==> config.mk <==
export PLATFORM = sky130hd
export DESIGN_NAME = datapath_core_param_flat
export DESIGN_NICKNAME = d
export VERILOG_FILES = /design/src/rtl/datapath_core_param_if.sv /design/src/rtl/datapath_core_param.sv /design/src/flat_wrapper.sv
export SDC_FILE = /design/constraint.sdc
export NUM_CORES = 1
export LEC_CHECK = 0
export CORE_MARGIN = 2
export CORE_UTILIZATION = 40
export DETAILED_ROUTE_END_ITERATION = 10
export DONT_BUFFER_PORTS = 1
export PLACE_DENSITY = 0.52
export SLEW_MARGIN = 25
export SYNTH_ARGS = -nofsm -noshare
export SYNTH_HDL_FRONTEND = slang
export SYNTH_SLANG_ARGS = --single-unit
==> constraint.sdc <==
create_clock -name clk_i -period 10.85 [get_ports clk_i]
set_clock_uncertainty 0.2 [all_clocks]
set_input_delay 2.17 -clock clk_i [delete_from_list [all_inputs] [get_ports clk_i]]
set_output_delay 2.17 -clock clk_i [all_outputs]
set_load 0.1 [all_outputs]
==> src/rtl/datapath_core_param_if.sv <==
// Controller/ROM-facing bundle for datapath_core_param.
//   master : controller side; drives the source selects, load enables, ALU op,
//            fetch/branch controls and instruction memory read data.
//   slave  : datapath side; returns the instruction register, pc, bus, ALU result,
//            flags and the sticky bus-conflict flag.
interface datapath_core_param_if #(
  parameter int unsigned WIDTH = 16,
  parameter int unsigned NREGS = 8,
  parameter int unsigned IW    = 8,
  parameter int unsigned PC_W  = 9
);
  // Controller -> datapath
  logic [NREGS+2:0] rout;      // [i]=Ri, [NREGS]=G, [NREGS+1]=A, [NREGS+2]=EXTERN
  logic [NREGS+1:0] ren;       // [i]=Ri, [NREGS]=G, [NREGS+1]=A
  logic [1:0]       aluop;
  logic             fetch;
  logic             pc_load;
  logic [1:0]       pc_cond;
  logic [IW-1:0]    instr_in;

  // Datapath -> controller / ROM / debug
  logic [IW-1:0]    instruction;
  logic [PC_W-1:0]  pc;
  logic [WIDTH-1:0] bus;
  logic [WIDTH-1:0] alu;
  logic             flag_z;
  logic             flag_c;
  logic             bus_error;

  modport master (
    output rout, ren, aluop, fetch, pc_load, pc_cond, instr_in,
    input  instruction, pc, bus, alu, flag_z, flag_c, bus_error
  );

  modport slave (
    input  rout, ren, aluop, fetch, pc_load, pc_cond, instr_in,
    output instruction, pc, bus, alu, flag_z, flag_c, bus_error
  );
endinterface

==> src/rtl/datapath_core_param.sv <==
// Parametrised register/accumulator datapath with a shared multiplexed bus.
//   clk_i : rising-edge clock
//   rst_i : synchronous, active-high reset
//   dp    : slave side of datapath_core_param_if
//           inputs  rout/ren/aluop/fetch/pc_load/pc_cond/instr_in
//           outputs instruction/pc/bus/alu/flag_z/flag_c/bus_error
// Holds NREGS general registers, accumulator A and result register G, a four-op
// ALU (A op bus) with zero/carry flags captured on G loads, a program counter
// with conditional branch load, and the fetched instruction register.
module datapath_core_param #(
  parameter int unsigned WIDTH = 16,
  parameter int unsigned NREGS = 8,
  parameter int unsigned IW    = 8,
  parameter int unsigned IMM_W = 3,
  parameter int unsigned PC_W  = 9
) (
  input  logic                 clk_i,
  input  logic                 rst_i,
  datapath_core_param_if.slave dp
);

  localparam int unsigned SelG   = NREGS;
  localparam int unsigned SelA   = NREGS + 1;
  localparam int unsigned SelExt = NREGS + 2;
  localparam int unsigned NSrc   = NREGS + 3;

  typedef enum logic [1:0] {OpAdd = 2'b00, OpSub = 2'b01, OpXor = 2'b10, OpAnd = 2'b11} alu_op_e;
  typedef enum logic [1:0] {
    CondAlways = 2'b00, CondZ = 2'b01, CondNz = 2'b10, CondC = 2'b11
  } cond_e;

  // State
  logic [WIDTH-1:0] regs_q [NREGS];
  logic [WIDTH-1:0] regs_d [NREGS];
  logic [WIDTH-1:0] a_q, a_d;
  logic [WIDTH-1:0] g_q, g_d;
  logic [PC_W-1:0]  pc_q, pc_d;
  logic [IW-1:0]    instr_q, instr_d;
  logic             z_q, z_d;
  logic             c_q, c_d;
  logic             err_q, err_d;

  // Combinational datapath
  logic [WIDTH-1:0] imm;
  logic [WIDTH-1:0] bus;
  logic [WIDTH-1:0] alu;
  logic             carry;
  logic             rout_any;
  logic             rout_multi;
  logic             cond_ok;
  logic             take;

  // Zero-extended immediate from the low instruction bits.
  always_comb begin
    imm = '0;
    imm[IMM_W-1:0] = instr_q[IMM_W-1:0];
  end

  // Clearing the lowest set bit leaves something only if two or more bits were set.
  assign rout_any   = |dp.rout;
  assign rout_multi = rout_any &&
                      ((dp.rout & (dp.rout - {{(NSrc-1){1'b0}}, 1'b1})) != '0);

  // Bus multiplexer; a conflicting select drives zero rather than a blend.
  always_comb begin
    bus = '0;
    if (!rout_multi) begin
      for (int unsigned i = 0; i < NREGS; i++) begin
        if (dp.rout[i]) bus = regs_q[i];
      end
      if (dp.rout[SelG])   bus = g_q;
      if (dp.rout[SelA])   bus = a_q;
      if (dp.rout[SelExt]) bus = imm;
    end
  end

  // ALU: A op bus. Add/sub run one bit wider so the top bit is carry/borrow.
  always_comb begin
    logic [WIDTH:0] ext;
    ext   = '0;
    alu   = '0;
    carry = 1'b0;
    unique case (alu_op_e'(dp.aluop))
      OpAdd: begin
        ext   = {1'b0, a_q} + {1'b0, bus};
        alu   = ext[WIDTH-1:0];
        carry = ext[WIDTH];
      end
      OpSub: begin
        ext   = {1'b0, a_q} - {1'b0, bus};
        alu   = ext[WIDTH-1:0];
        carry = ext[WIDTH];
      end
      OpXor: alu = a_q ^ bus;
      OpAnd: alu = a_q & bus;
      default: ;
    endcase
  end

  // Branch condition evaluated on the pre-edge flags.
  always_comb begin
    cond_ok = 1'b0;
    unique case (cond_e'(dp.pc_cond))
      CondAlways: cond_ok = 1'b1;
      CondZ:      cond_ok = z_q;
      CondNz:     cond_ok = !z_q;
      CondC:      cond_ok = c_q;
      default:    cond_ok = 1'b0;
    endcase
  end

  assign take = dp.pc_load && cond_ok;

  // Next-state logic
  always_comb begin
    regs_d  = regs_q;
    a_d     = a_q;
    g_d     = g_q;
    pc_d    = pc_q;
    instr_d = instr_q;
    z_d     = z_q;
    c_d     = c_q;
    err_d   = err_q;

    for (int unsigned i = 0; i < NREGS; i++) begin
      if (dp.ren[i]) regs_d[i] = bus;
    end
    if (dp.ren[SelA]) a_d = bus;
    if (dp.ren[SelG]) begin
      g_d = alu;
      z_d = (alu == '0);
      c_d = carry;
    end

    if (dp.fetch) begin
      instr_d = dp.instr_in;
      pc_d    = pc_q + 1'b1;
    end
    // Taken branch overrides the sequential increment; upper bus bits are dropped.
    if (take) pc_d = bus[PC_W-1:0];

    if (rout_multi) err_d = 1'b1;
  end

  always_ff @(posedge clk_i) begin
    if (rst_i) begin
      for (int unsigned i = 0; i < NREGS; i++) regs_q[i] <= '0;
      a_q     <= '0;
      g_q     <= '0;
      pc_q    <= '0;
      instr_q <= '0;
      z_q     <= 1'b0;
      c_q     <= 1'b0;
      err_q   <= 1'b0;
    end else begin
      regs_q  <= regs_d;
      a_q     <= a_d;
      g_q     <= g_d;
      pc_q    <= pc_d;
      instr_q <= instr_d;
      z_q     <= z_d;
      c_q     <= c_d;
      err_q   <= err_d;
    end
  end

  assign dp.instruction = instr_q;
  assign dp.pc          = pc_q;
  assign dp.bus         = bus;
  assign dp.alu         = alu;
  assign dp.flag_z      = z_q;
  assign dp.flag_c      = c_q;
  assign dp.bus_error   = err_q;

endmodule

==> src/flat_wrapper.sv <==
// flat-port wrapper written by rule: the top's interface ports become plain ports
module datapath_core_param_flat 
#(
  parameter int unsigned WIDTH = 16,
  parameter int unsigned NREGS = 8,
  parameter int unsigned IW    = 8,
  parameter int unsigned IMM_W = 3,
  parameter int unsigned PC_W  = 9
)
  (clk_i, rst_i, dp_rout, dp_ren, dp_aluop, dp_fetch, dp_pc_load, dp_pc_cond, dp_instr_in, dp_instruction, dp_pc, dp_bus, dp_alu, dp_flag_z, dp_flag_c, dp_bus_error);
  datapath_core_param_if #(.WIDTH(WIDTH), .NREGS(NREGS), .IW(IW), .PC_W(PC_W)) dp_i ();
  input  logic clk_i;
  input  logic rst_i;
  input wire logic [$bits(dp_i.rout)-1:0] dp_rout;
  input wire logic [$bits(dp_i.ren)-1:0] dp_ren;
  input wire logic [$bits(dp_i.aluop)-1:0] dp_aluop;
  input wire logic [$bits(dp_i.fetch)-1:0] dp_fetch;
  input wire logic [$bits(dp_i.pc_load)-1:0] dp_pc_load;
  input wire logic [$bits(dp_i.pc_cond)-1:0] dp_pc_cond;
  input wire logic [$bits(dp_i.instr_in)-1:0] dp_instr_in;
  output wire logic [$bits(dp_i.instruction)-1:0] dp_instruction;
  output wire logic [$bits(dp_i.pc)-1:0] dp_pc;
  output wire logic [$bits(dp_i.bus)-1:0] dp_bus;
  output wire logic [$bits(dp_i.alu)-1:0] dp_alu;
  output wire logic [$bits(dp_i.flag_z)-1:0] dp_flag_z;
  output wire logic [$bits(dp_i.flag_c)-1:0] dp_flag_c;
  output wire logic [$bits(dp_i.bus_error)-1:0] dp_bus_error;
  assign dp_i.rout = dp_rout;
  assign dp_i.ren = dp_ren;
  assign dp_i.aluop = dp_aluop;
  assign dp_i.fetch = dp_fetch;
  assign dp_i.pc_load = dp_pc_load;
  assign dp_i.pc_cond = dp_pc_cond;
  assign dp_i.instr_in = dp_instr_in;
  assign dp_instruction = dp_i.instruction;
  assign dp_pc = dp_i.pc;
  assign dp_bus = dp_i.bus;
  assign dp_alu = dp_i.alu;
  assign dp_flag_z = dp_i.flag_z;
  assign dp_flag_c = dp_i.flag_c;
  assign dp_bus_error = dp_i.bus_error;
  datapath_core_param #(.WIDTH(WIDTH), .NREGS(NREGS), .IW(IW), .IMM_W(IMM_W), .PC_W(PC_W)) u_core (.clk_i(clk_i), .rst_i(rst_i), .dp(dp_i));
endmodule
==> key figures <==
Final layout
  – Share of layout cells above drive strength 1: 0.0909
  – Final instance area: 11000 µm²
  – Area Growth Syn to Fin: 10.5%
  – Final #Nets: 1228
  – Diodes inserted: 0
  – Finished Layout Cells: 1490

Timing
  – Fmax: about 100 MHz
  – Fin crit share: 0.896
  – Max_slew headroom: 0.269
  – Hold Vio Cnt, Final: 0
  – Fin. max-slew vios: 0
  – Slew of the pin with the lowest slew margin: 1.09 ns
  – RSZ-0062 raised after global routing: false
  – Final worst slack: 1.13 ns
  – # setup viols final: 0
  – Tmin final: 9.72 ns
  – Total negative slack: 0 ns

Pwr
  – Peak VDD IR: 0.0000973 V
  – Leakage: 4.14 nW
  – Pwr Density: 133 nW/µm²

Critical path
  – Critical Path Source Type: input port
  – Reg2Reg Depth: 22
  – Worst r2r src: u_core.regs_q[112]
  – CP Class: in -> out
  – Crit path arrival time: about 7.4 ns
  – R2r endpoint: u_core.dp.flag_z
  – CP endpoint kind: primary output
  – Reg2reg setup slack: 4.46 ns
  – Critical path peak fanout: 34
  – Required @ worst endpoint: 8.48 ns

Drt
  – Drt total wl: 29.6 mm
  – TritonRoute pass-1 iters: 5
  – Routed wire per std cell: 19.8 µm
  – DRT antenna net count: 0
  – Initial drt markers: slightly above 600
  – Drt via density: slightly below 6
  – DRC: 0
  – Vias: between 8000 and 9000

Placed design
  – Placement Setup Slack: 1.20 ns
  – Dpl hpwl: 21.2 mm
  – IO Port Bufs: 0
  – Placed inst area: 10400 µm²
  – Placed insts: 1458
  – RePlAce Congestion: roughly 0.87

CTS
  – Skew-Pair Late Insertion Delay: 0.44 ns
  – Longest Clk Path Bufs: 2
  – # resized after CTS: 0
  – Clock slew at reported path FFs: 0.07 ns
  – Clock Root Buffer: clkbuf_16
  – Postcts setup bufs: 0
  – Hold-fix buffers, CTS: 0
  – H-tree depth: 4
  – CTS sink count: 180
  – CTS tree: yes
  – CTS buffer count: 17

GRT
  – Gr usage total: 0.227
  – Congestion Overflow GR: 0
  – Pin count of the biggest net entering global routing: 91
  – Global-route wire length before repair: 47.5 mm
  – Vias in the first global route: 8409
  – Initial antenna violation count: 0

Floorplan
  – Chip height: 162 µm
  – FP Rows: 57
  – Initial Util: 0.408
  – DIE WIDTH: 162 µm
  – I/O pins: between 80 and 90
  – Core Region: 24300 µm²
  – Die Footprint: about 26000 µm²

Outcome
  – Status: finished, final reports clean

Synth
  – Distinct cells, synth: 65
  – Post-synth ARST share: 0
  – Top FF cell, synth: dfxtp_1
  – #FFs+latches synth: 180
  – Seq/Total Area, Yosys: 0.363
  – Synth Net Count: 1272
  – Synth Cell Area: approximately 9900 µm²
  – Yosys warns: 0
  – Avg Inst Size Synth: 8.30 µm²
  – Gate Count Post-Synth: 1197
  – EDFF count, synth: 0

Flow run
  – Max_cap viols: 0

Worst hold path
  – Hold endpoint: u_core.regs_q[108]
  – Hold Crit Depth: 1
  – Worst min-delay path startpoint: u_core.regs_q[108]
  – Hold crit path type: reg -> reg
## through the flow
stage	hold WS [ns]	utilization	power (mW)
after global routing	0.296	0.451	1.51
after detailed placement	0.264	0.426	0.834
after floorplan	0.249	-	0.820
after global placement	0.261	0.426	0.835
final	0.281	0.451	1.46
after CTS	0.285	0.451	1.47
## layout make-up
cell class                 count  area [µm²]
fill                        2440       13300
multi-input combinational    866        5930
sequential                   180        3610
clock buffer                  18         439
tap                          324         405
inverter                      61         229
timing repair buffer          27         203
clock inverter                14         159
## worst max-delay path, cell delays in order
cell     delay (ns)
or4_1          0.55
nor3_1         0.34
nand3_1        0.12
o21ai_1        0.14
a21o_1         0.11
a22oi_1        0.16
or2_2          0.34
buf_4          0.25
or3_1          0.47
ha_1           0.44
a21oi_1        0.17
nor2_1         0.06
o41ai_1        0.54
a31oi_1        0.29
o41ai_1        0.39
mux2_1         0.39
nor2_2         0.11
buf_4          0.30
## cell usage after synthesis (8+ instances only)
cell type / n / area [µm²]
buf_2: 12 / 60.1
a311o_1: 8 / 80.1
nor2_1: 171 / 642
o22ai_1: 38 / 238
dfxtp_1: 180 / 3600
a311oi_1: 17 / 149
a211oi_1: 33 / 248
nor3_1: 20 / 100
ha_1: 36 / 450
nand2_1: 64 / 240
inv_1: 48 / 180
inv_2: 13 / 48.8
a21oi_1: 50 / 250
mux2i_1: 26 / 260
o31ai_1: 10 / 75.1
o21ai_0: 14 / 70.1
nand3b_1: 17 / 128
nor2b_1: 38 / 238
a22o_1: 113 / 990
nand3_1: 12 / 60.1
o21ai_1: 8 / 40.0
clkbuf_1: 73 / 274
or3_1: 15 / 93.8
nand2b_1: 40 / 250
a22oi_1: 14 / 105
## layer usage
layer,vias to the layer above,wire (µm),global-route usage
li1,4278,-,-
met2,164,14200,0.381
met4,0,571,0.0666
met3,25,978,0.0293
met1,4244,13800,0.306
met5,-,0,0
## power by group
part	switching, mW	total (mW)	internal, mW	leakage [nW]
clock network	0.307	0.642	0.335	0.288
registers	0.0275	0.693	0.665	1.45
logic	0.0864	0.126	0.0394	2.40
total	0.421	1.46	1.04	4.14
## worst max path at each step
| stage | to | startpoint | cells past startpoint | slack [ns] |
|---|---|---|---|---|
| floorplan | dp_alu[15] | dp_rout[3] | 20 | 0.24 |
| global placement | dp_alu[13] | dp_rout[3] | 18 | 1.20 |
| detailed placement | dp_alu[15] | dp_rout[3] | 18 | 1.20 |
| CTS | dp_alu[15] | dp_rout[3] | 18 | 1.15 |
| global route | dp_alu[15] | dp_rout[3] | 17 | 0.82 |
| finish | dp_alu[15] | dp_rout[3] | 18 | 1.13 |
## cell usage in the layout (no fill, tap or decap), types with 9 or more instances in the layout
cell,Yosys,routed
dfxtp_1,180,178
nor2_1,171,162
a22o_1,113,113
nand2_1,64,64
a21oi_1,50,48
inv_1,48,48
nand2b_1,40,40
nor2b_1,38,38
o22ai_1,38,38
ha_1,36,36
a211oi_1,33,30
buf_4,0,27
mux2i_1,26,26
nand3b_1,17,17
clkbuf_16,0,17
a311oi_1,17,16
or3_1,15,15
a22oi_1,14,14
inv_2,13,13
o21ai_0,14,13
nor3_1,20,13
nand3_1,12,12
o31ai_1,10,10
nor2_2,0,9
## sequential cells by signal (all words and copies together), names as in the netlist
| name | flops |
|---|---|
| u_core.dp.flag_c | 1 |
| u_core.dp.bus_error | 1 |
| u_core.dp.pc | 9 |
| u_core.dp.flag_z | 1 |
| u_core.g_q | 16 |
| u_core.a_q | 16 |
| u_core.dp.instruction | 8 |
| u_core.regs_q | 128 |
## cell families (layout without fill, tap and decap cells)
| kind of cell | after synthesis | in the layout | synth area share |
|---|---|---|---|
| compound gates | 374 | 374 | 0.284 |
| xor+xnor | 13 | 13 | 0.0115 |
| fa+ha+maj | 39 | 39 | 0.0504 |
| buf+inv | 151 | 120 | 0.0586 |
| flops | 180 | 180 | 0.363 |
| mux | 30 | 30 | 0.0330 |
| simple gates | 410 | 410 | 0.200 |
Power figures use the tool's default switching activity.
